[src/rtl/ovo_multi.sv]
// ovo_multi: multi-line 8x8-font debug text overlay mixed into the core RGB stream.
// Optional feature: define OVO_MULTI_SHADOW_EN to dim unlit pixels inside the text window.
module ovo_multi #(
  parameter int NUM_LINES = 4,
  parameter int CHARS     = 32,
  parameter int CW        = 9,
  parameter int X0        = 16,
  parameter int Y0        = 16,
  parameter int SCALE     = 1
) (
  input  logic                           clk_sys,
  input  logic                           reset,
  input  logic                           ce_pix,
  input  logic [CW-1:0]                  i_Hcount,
  input  logic [CW-1:0]                  i_Vcount,
  input  logic [3:0]                     i_r,
  input  logic [3:0]                     i_g,
  input  logic [3:0]                     i_b,
  input  logic                           ena,
  input  logic [NUM_LINES*CHARS*5-1:0]   text,
  input  logic [NUM_LINES*12-1:0]        line_col,
  output logic [3:0]                     o_r,
  output logic [3:0]                     o_g,
  output logic [3:0]                     o_b,
  output logic                           o_active
);
  localparam int SH  = (SCALE >= 4) ? 2 : ((SCALE == 2) ? 1 : 0);
  localparam int EW  = CW + 4;
  localparam int NCH = NUM_LINES * CHARS;
  localparam int CHW = (CHARS > 1) ? $clog2(CHARS) : 1;
  localparam int LNW = (NUM_LINES > 1) ? $clog2(NUM_LINES) : 1;
  localparam int IXW = (NCH > 1) ? $clog2(NCH) : 1;
  localparam logic [EW-1:0] X_LO = EW'(X0);
  localparam logic [EW-1:0] X_HI = EW'(X0 + CHARS * 8 * SCALE);
  localparam logic [EW-1:0] Y_LO = EW'(Y0);
  localparam logic [EW-1:0] Y_HI = EW'(Y0 + NUM_LINES * 8 * SCALE);

  // Glyph bitmaps, top row in the MSB byte, leftmost pixel in the MSB of each byte.
  function automatic logic [63:0] glyph(input logic [4:0] code);
    case (code)
      5'h00: glyph = 64'h3C66_6E76_6666_3C00;
      5'h01: glyph = 64'h1838_1818_1818_7E00;
      5'h02: glyph = 64'h3C66_060C_3060_7E00;
      5'h03: glyph = 64'h3C66_061C_0666_3C00;
      5'h04: glyph = 64'h0C1C_3C6C_7E0C_0C00;
      5'h05: glyph = 64'h7E60_7C06_0666_3C00;
      5'h06: glyph = 64'h3C60_7C66_6666_3C00;
      5'h07: glyph = 64'h7E06_0C18_3030_3000;
      5'h08: glyph = 64'h3C66_663C_6666_3C00;
      5'h09: glyph = 64'h3C66_663E_060C_3800;
      5'h0A: glyph = 64'h183C_6666_7E66_6600;
      5'h0B: glyph = 64'h7C66_667C_6666_7C00;
      5'h0C: glyph = 64'h3C66_6060_6066_3C00;
      5'h0D: glyph = 64'h786C_6666_666C_7800;
      5'h0E: glyph = 64'h7E60_6078_6060_7E00;
      5'h0F: glyph = 64'h7E60_6078_6060_6000;
      5'h10: glyph = 64'h3C66_606E_6666_3C00;
      5'h11: glyph = 64'h6666_667E_6666_6600;
      5'h12: glyph = 64'h3C18_1818_1818_3C00;
      5'h13: glyph = 64'h666C_7870_786C_6600;
      5'h14: glyph = 64'h6060_6060_6060_7E00;
      5'h15: glyph = 64'h6676_7E7E_6E66_6600;
      5'h16: glyph = 64'h3C66_6666_6666_3C00;
      5'h17: glyph = 64'h7C66_667C_6060_6000;
      5'h18: glyph = 64'h7C66_667C_786C_6600;
      5'h19: glyph = 64'h3C66_603C_0666_3C00;
      5'h1A: glyph = 64'h0018_1800_1818_0000;
      5'h1B: glyph = 64'h0000_007E_0000_0000;
      5'h1C: glyph = 64'h0000_7E00_7E00_0000;
      5'h1D: glyph = 64'h0000_0000_0018_1800;
      5'h1E: glyph = 64'h0000_0000_0000_00FF;
      default: glyph = 64'h0;
    endcase
  endfunction

  logic [NCH*5-1:0]        r_text_sh;
  logic [NUM_LINES*12-1:0] r_col_sh;

  always_ff @(posedge clk_sys) begin
    if (reset) begin
      r_text_sh <= '1;
      r_col_sh  <= '0;
    end else if (ce_pix && i_Hcount == '0 && i_Vcount == '0) begin
      r_text_sh <= text;
      r_col_sh  <= line_col;
    end
  end

  logic [4:0]  w_code [NCH];
  logic [11:0] w_lcol [NUM_LINES];
  genvar gi;
  for (gi = 0; gi < NCH; gi++) begin : g_code
    assign w_code[gi] = r_text_sh[(gi / CHARS) * CHARS * 5 + (CHARS - 1 - (gi % CHARS)) * 5 +: 5];
  end
  for (gi = 0; gi < NUM_LINES; gi++) begin : g_lcol
    assign w_lcol[gi] = r_col_sh[gi * 12 +: 12];
  end

  // Widened compare so a window that runs past the counter range never wraps back in.
  logic [EW-1:0]  w_h, w_v, w_dx, w_dy;
  logic           w_inside;
  logic [CHW-1:0] w_char;
  logic [LNW-1:0] w_line;
  logic [2:0]     w_col, w_row;
  assign w_h      = EW'(i_Hcount);
  assign w_v      = EW'(i_Vcount);
  assign w_dx     = w_h - X_LO;
  assign w_dy     = w_v - Y_LO;
  assign w_inside = (w_h >= X_LO) && (w_h < X_HI) && (w_v >= Y_LO) && (w_v < Y_HI);
  assign w_char   = CHW'(w_dx >> (SH + 3));
  assign w_col    = 3'(w_dx >> SH);
  assign w_line   = LNW'(w_dy >> (SH + 3));
  assign w_row    = 3'(w_dy >> SH);

  logic           r_s1_vld, r_s1_inside, r_s1_ena;
  logic [CHW-1:0] r_s1_char;
  logic [LNW-1:0] r_s1_line;
  logic [2:0]     r_s1_col, r_s1_row;
  logic [11:0]    r_s1_rgb;

  always_ff @(posedge clk_sys) begin
    if (reset) begin
      r_s1_vld    <= 1'b0;
      r_s1_inside <= 1'b0;
      r_s1_ena    <= 1'b0;
      r_s1_char   <= '0;
      r_s1_line   <= '0;
      r_s1_col    <= '0;
      r_s1_row    <= '0;
      r_s1_rgb    <= '0;
    end else if (ce_pix) begin
      r_s1_vld    <= 1'b1;
      r_s1_inside <= w_inside;
      r_s1_ena    <= ena;
      r_s1_char   <= w_char;
      r_s1_line   <= w_line;
      r_s1_col    <= w_col;
      r_s1_row    <= w_row;
      r_s1_rgb    <= {i_r, i_g, i_b};
    end
  end

  logic [IXW-1:0] w_idx;
  logic [63:0]    w_glyph;
  logic [7:0]     w_row_bits;
  logic           w_hit;
  assign w_idx      = IXW'(int'(r_s1_line) * CHARS + int'(r_s1_char));
  assign w_glyph    = glyph(w_code[w_idx]);
  assign w_row_bits = w_glyph[{~r_s1_row, 3'b000} +: 8];
  assign w_hit      = r_s1_vld & r_s1_inside & r_s1_ena;

  logic        r_s2_lit;
  logic [11:0] r_s2_lcol, r_s2_rgb;
`ifdef OVO_MULTI_SHADOW_EN
  logic        r_s2_in;
  always_ff @(posedge clk_sys) begin
    if (reset)       r_s2_in <= 1'b0;
    else if (ce_pix) r_s2_in <= w_hit;
  end
`endif

  always_ff @(posedge clk_sys) begin
    if (reset) begin
      r_s2_lit  <= 1'b0;
      r_s2_lcol <= '0;
      r_s2_rgb  <= '0;
    end else if (ce_pix) begin
      r_s2_lit  <= w_hit & w_row_bits[~r_s1_col];
      r_s2_lcol <= w_lcol[r_s1_line];
      r_s2_rgb  <= r_s1_rgb;
    end
  end

  always_ff @(posedge clk_sys) begin
    if (reset) begin
      {o_r, o_g, o_b} <= '0;
      o_active        <= 1'b0;
    end else if (ce_pix) begin
      o_active <= r_s2_lit;
      if (r_s2_lit)
        {o_r, o_g, o_b} <= r_s2_lcol;
`ifdef OVO_MULTI_SHADOW_EN
      else if (r_s2_in)
        {o_r, o_g, o_b} <= {1'b0, r_s2_rgb[11:9], 1'b0, r_s2_rgb[7:5], 1'b0, r_s2_rgb[3:1]};
`endif
      else
        {o_r, o_g, o_b} <= r_s2_rgb;
    end
  end
endmodule

[config.mk]
export PLATFORM = sky130hd
export DESIGN_NAME = ovo_multi
export DESIGN_NICKNAME = d
export VERILOG_FILES = /design/src/rtl/ovo_multi.sv
export SDC_FILE = /design/constraint.sdc
export NUM_CORES = 2
export LEC_CHECK = 0
export CAP_MARGIN = 20
export CORE_MARGIN = 1.5
export CORE_UTILIZATION = 40
export DETAILED_ROUTE_END_ITERATION = 8
export GPL_TIMING_DRIVEN = 0
export MAX_ROUTING_LAYER = met4
export PLACE_DENSITY = 0.72
export SLEW_MARGIN = 20
export SYNTH_ARGS = -nofsm -noshare
export SYNTH_HDL_FRONTEND = slang
export SYNTH_SLANG_ARGS = --single-unit
[constraint.sdc]
create_clock -name clk_sys -period 8.73 [get_ports clk_sys]
set_clock_uncertainty 0.05 [all_clocks]
set_input_delay 1.746 -clock clk_sys [delete_from_list [all_inputs] [get_ports clk_sys]]
set_output_delay 1.746 -clock clk_sys [all_outputs]
set_load 0.01 [all_outputs]
======== Word-level counts from Yosys, hierarchy flattened ========
Memory sizes are Yosys's and may differ from the RTL's.
Index checks and enable logic that the tools add are counted.
operators by class
  bitwise logic cells ..................... 7
  shifts and indexed selects .............. 1
  muxes and demuxes ....................... 11
  add/subtract/negate cells ............... 3
  reduce and logical (&&, ||, !) cells .... 7
  magnitude comparators ................... 7
operator list
  cell                                                               number
  indexed part select 64 x 7 -> 8 bit                                1
  binary-select mux 5 bit (select 7 bit)                             1
  binary-select mux 12 bit (select 2 bit)                            1
  two-way mux 12 bit                                                 2
  greater-or-equal comparator 9 x 5 -> 1 bit, second input constant  2
  zero test 9 bit                                                    2
  two-way mux 4 bit                                                  3
  two-way mux 5 bit                                                  2
  less-than comparator 9 x 6 -> 1 bit, second input constant         1
  less-than comparator 9 bit, second input constant                  1
  greater-or-equal comparator 8 bit, second input constant           1
  inverter 7 -> 8 bit                                                1
  subtractor 8 x 5 -> 8 bit, second input constant                   1
  adder 7 x 5 -> 7 bit                                               1
  inverter 3 bit                                                     2
  logical AND 1 bit                                                  5
  subtractor 5 bit, second input constant                            1
  less-than comparator 3 x 4 -> 1 bit, second input constant         1
  AND 1 bit                                                          3
  binary-select mux 1 bit (select 3 bit)                             1
  greater-or-equal comparator 3 bit, second input constant           1
  inverter 2 -> 3 bit                                                1
  two-way mux 1 bit                                                  1
word-level totals
  memories ................................ 1
  input port bits ......................... 722
  memory bits (read-only) ................. 1600
  bits in registers ....................... 754
  word-level logic and storage cells ...... 54
  output and inout port bits .............. 13
memory list
  name             words  width  read ports  clocked after Yosys merged registers in  wr ports  line  text
  (no name shown)  32     50     1           0                                        0         40    case (code)

======== Depth between registers and ports, before layout ========
An unclocked memory read counts as a cell.
  word-level depth ........................ 10
  gate-level depth with buffers ........... 22
  mapped depth without buffers ............ 15

======== Worst setup path before layout ========
Ideal clock, no wire load.
  kind .................................... reg-to-reg
  start ................................... reg r_s1_char[1]
  end ..................................... reg r_s2_lit
  data required time ...................... 8.558 ns
  arrival time ............................ 4.293 ns
  library setup time ...................... 0.122 ns
  slack ................................... 4.265 ns
  stages on the path, launching flop included .. 21
  path through ............................ dfxtp_1 -> buf_6 -> buf_6 -> buf_6 -> buf_6 -> buf_2 -> mux4_2 -> a211oi_1 -> o22ai_1 -> a211oi_1 -> buf_2 -> ha_1 -> clkbuf_1 -> inv_1 -> nor2_1 -> or3b_1 -> a31oi_1 -> nor2_1 -> o31ai_1 -> a32oi_1 -> o32a_1
on the way
  word-level cells in the longest chain between the ends .. 10
RTL lines
  element                                                line  text
  start, declared                                        116   logic [CHW-1:0] r_s1_char;
  start signal, assigned                                 135   r_s1_char <= w_char;
  adder 7 x 5 -> 7 bit                                   147   assign w_idx = IXW'(int'(r_s1_line) * CHARS + int'(r_s1_char));
  inverter 7 -> 8 bit (not written as such)              148   assign w_glyph = glyph(w_code[w_idx]);
  binary-select mux 5 bit (select 7 bit)                 148
  two-way mux 5 bit (not written as such) (2 in series)  148
  memory (32 x 50 bit)                                   -
  indexed part select 64 x 7 -> 8 bit                    149   assign w_row_bits = w_glyph[{~r_s1_row, 3'b000} +: 8];
  binary-select mux 1 bit (select 3 bit)                 168   r_s2_lit <= w_hit & w_row_bits[~r_s1_col];
  two-way mux 1 bit (not written as such)                168
  AND 1 bit                                              168
  end signal, assigned                                   168
  end, declared                                          152   logic r_s2_lit;
No other way between the ends. The select of a mux whose other input is x is not followed.
A chain may end at the register's enable or synchronous reset.

======== Worst setup path after layout ========
  start ................................... reg r_s1_char[0]
  end ..................................... reg r_s2_lit
The elaborated chain is that of the path after synthesis.

==> results.md <==
* Outcome: finished, final reports clean
* Die width at 299.3 um
* CP required at 9.20 ns
* EDFF count, synth at 0
* Cell family with most CP delay: buffers and inverters
* Vias in the first global route at 34190
* Post-CTS Setup Inserts at 0
* Top_reg_cell synth: dfxtp_1
* Mean Syn Cell Area at 8.536 um2
* Vias per std cell at 5.622
* Area grow syn2layout at 33.24%
* Crit path top cell by count: buf_2
* # H-tree levels at 3
* Critical Path Source Type: flip-flop
* Hold_ws at 0.3964 ns
* Cts hold-fix bufs at 0
* Rows at 108
* Netlist cell types at 74
* Final worst-path cycle share at 0.8324
* Fin nets at 5666
* VDD IR-drop max at 0.0001705 V
* Antenna viol nets, final at 0
* Final min period at 7.267 ns
* DIE HEIGHT at 299.3 um
* Root buf cell: clkbuf_16
* Worst Hold Class: flip-flop to flip-flop
* Post-Synth Adder-Cell Area at 0.003918
* Max Cap Viol at 0
* P_sw at 2161 uW
* DRC violations left at 0
* Clock Sinks at 754
* Final setup TNS at 0 ns
* TritonCTS buffer count at 82
* Initial antenna violation count at 24
* Netlist Area Pre-Place at 0.03512 mm2
* Post-synthesis sequential area ratio at 0.4297
* Grt ovf at 0
* Final hold vios at 0
* Final number of max-transition violations at 0
* F_max at 137.6 MHz
* Crit path buf inv count at 6
* Share of cells above drive strength 1 at 0.06247
* Dpl cell area at 0.04392 mm2
* Worst skew pair latency at 0.65 ns
* Crit. End Element: flip-flop
* Port bufs at 733
* Clock group share of total power at 0.441
* I/O Pins at 735
* Cell area power density at 176.5 mW/mm2
* RePlAce Congestion at 1.003
* CTS resizes at 0
* First-pass GRT wire length at 230000 um
* Synth warn at 0
* DP Worst Slack at 1.780 ns
* Critical path's largest stage delay at 0.69 ns
* Critical Path Fanout Max at 13
* Worst-Margin Slew at 1.265 ns
* P_int at 6100 uW
* Crit path cell chain: buf_2 -> buf_2 -> buf_2 -> buf_2 -> nor2b_1 -> a211oi_1 -> o22ai_1 -> a211oi_1 -> buf_2 -> ha_1 -> clkbuf_1 -> nor2_1 -> or3b_1 -> a31oi_1 -> nor2_1 -> o31ai_1 -> a32oi_1 -> o32a_1
* Design Area, Final at 0.04680 mm2
* Utilization after layout at 0.5386
* Leakage at 0.01925 uW
* Main combinational cell family by area after synthesis: simple AND/OR/NAND/NOR gates
* Worst slew margin at 0.1564
* Part of the power in registers at 0.419
* Synth Instances at 4115
* FFs w/ async S/R, synth at 0
* Number of synthesized register bits at 754
* Core area at 0.08689 mm2
* Vias at 34720
* Compound-gate portion of the synthesized area at 0.06747
* CTS clk-pin slew, worst paths at 0.06 ns
* WL/cell at 26.52 um
* Fillers at 8248
* Sw Ratio at 0.2616
* CTS Buffer Depth at 3
* Logic pwr share at 0.140
* First DRT Iteration DRCs at 3272
* Detailed Place HPWL at 126900 um
* Worst setup path category: flip-flop to flip-flop
* Routed WL at 163800 um
* Synth Area in Simple Gates at 0.3226
* Synthesized net count at 4848
* Number of setup violations in the final report at 0
* CTS tree: yes
* Post-synthesis mux area share at 0.1314
* Die area at 0.08960 mm2
* Total track usage at 0.3645
* Critical path's slowest cell: buf_2
* Largest net degree at the start of global routing at 16
* DR pass1 iterations at 6
* Synth Area in XOR/XNOR at 0.0007480
* Initial core utilization at 0.4043
* Arrival time worst endpoint at 7.74 ns
* RSZ-0062 raised after global routing: no
* Final setup margin at 1.463 ns
## cell usage after synthesis, drive strengths merged, types with 4 or more instances
library cell | number | area share
o31ai | 8 | 0.0017
o221ai | 4 | 0.0012
nor3 | 20 | 0.0031
nor4 | 11 | 0.0024
a211oi | 32 | 0.0068
dfxtp | 754 | 0.43
o21ai | 25 | 0.0036
a211o | 4 | 0.0010
or3 | 4 | 0.00071
nand2 | 1435 | 0.15
a221oi | 7 | 0.0017
buf | 74 | 0.014
and3 | 12 | 0.0021
nand4 | 6 | 0.0011
ha | 11 | 0.0039
mux4 | 96 | 0.062
nor2 | 119 | 0.013
mux2 | 10 | 0.0032
nand2b | 8 | 0.0014
mux2i | 234 | 0.067
clkbuf | 269 | 0.029
o311ai | 7 | 0.0017
nand3 | 28 | 0.0040
nor2b | 10 | 0.0018
o32ai | 4 | 0.0010
a311oi | 9 | 0.0022
nand3b | 641 | 0.14
inv | 14 | 0.0016
o211ai | 6 | 0.0013
a31oi | 16 | 0.0028
a21oi | 93 | 0.013
o31a | 6 | 0.0015
a22oi | 78 | 0.017
a221o | 6 | 0.0017
and2 | 4 | 0.00071
o22ai | 9 | 0.0016
## sequential cells by signal (all words and copies together) (netlist names), 4 cells and up
name,cells
r_s1_char,5
r_s2_rgb,12
o_r,4
r_col_sh,48
o_g,4
o_b,4
r_text_sh,640
r_s2_lcol,12
r_s1_rgb,12
## cell usage in the layout, fill, tap and decap left out, drive strengths merged, types with 6 or more instances in the layout
cell type	instances
bufinv	6
nand4	6
o21ai	25
nor2b	10
a221o	6
o31a	6
mux2i	234
nor3	20
nand3b	641
buf	74
mux2	10
nand2b	8
dfxtp	754
o311ai	7
a21oi	93
a221oi	7
a31oi	16
clkinv	9
diode	27
inv	23
a22oi	78
o22ai	9
nand3	28
a211oi	32
o31ai	8
nor2	119
a311oi	9
mux4	96
nor4	11
ha	11
o211ai	6
clkbuf	390
clkdlybuf4s50	733
and3	12
nand2	1435
## layout make-up
type                       instances  area (um2)  share of cell area
sequential                       754       15090              0.3225
buffer                           343        1493             0.03189
inverter                          15       58.81            0.001257
antenna                           27       67.56            0.001444
clock inverter                    25       384.1            0.008208
clock buffer                     120        2427             0.05187
timing repair buffer             734        7345              0.1569
multi-input combinational       3003       18490              0.3950
tap                             1155        1445             0.03088
## worst min-delay path, stage by stage, from the launching register on
cell and delay [ns]:
dfxtp_1 0.30, nand2_1 0.05, a21oi_1 0.05
## metrics by stage
| stage | power, uW | std cells |
|---|---|---|
| floorplan | 3985 | 4115 |
| global placement | 4675 | 6003 |
| detailed placement | 4662 | 6004 |
| CTS | 8254 | 6149 |
| global route | 8444 | 6165 |
| finish | 8261 | 6176 |
## power groups by stage
stage | Combinational (uW) | Sequential [uW] | Clock (uW)
2_1_floorplan | 448 | 3540 | 0
3_3_place_gp | 1130 | 3540 | 0
3_5_place_dp | 1120 | 3540 | 0
4_1_cts | 1130 | 3460 | 3660
5_1_grt | 1180 | 3460 | 3800
6_report | 1150 | 3460 | 3640
## per-layer routing
| layer | up-vias | track usage | part of all wire |
|---|---|---|---|
| met4 | 0 | 0.1851 | 0.057 |
| met2 | 1809 | 0.5783 | 0.46 |
| li1 | 15760 | - | - |
| met3 | 390 | 0.06472 | 0.085 |
| met1 | 16760 | 0.4448 | 0.40 |
| met5 | - | - | 0 |
## path summary, 6_finish.rpt
path / from / end / slack, ns / cells past startpoint
setup / recovery: r_s1_char[0] / r_s2_lit / 1.46 / 18
hold / removal: r_col_sh[47] / r_col_sh[47] / 0.40 / 2
setup reg to reg: r_s1_char[0] / r_s2_lit / 1.46 / 18
hold reg to reg: r_col_sh[47] / r_col_sh[47] / 0.40 / 2
## kinds of logic (layout without fill, tap and decap cells)
logic type / Yosys count / after routing
compound gates: 344 / 344
xor+xnor: 3 / 3
fa+ha+maj: 11 / 11
buf+inv: 358 / 1237
flops: 754 / 754
mux: 340 / 340
other cells: 0 / 27
simple gates: 2305 / 2305
No activity file was read; power rests on OpenSTA's default activity.
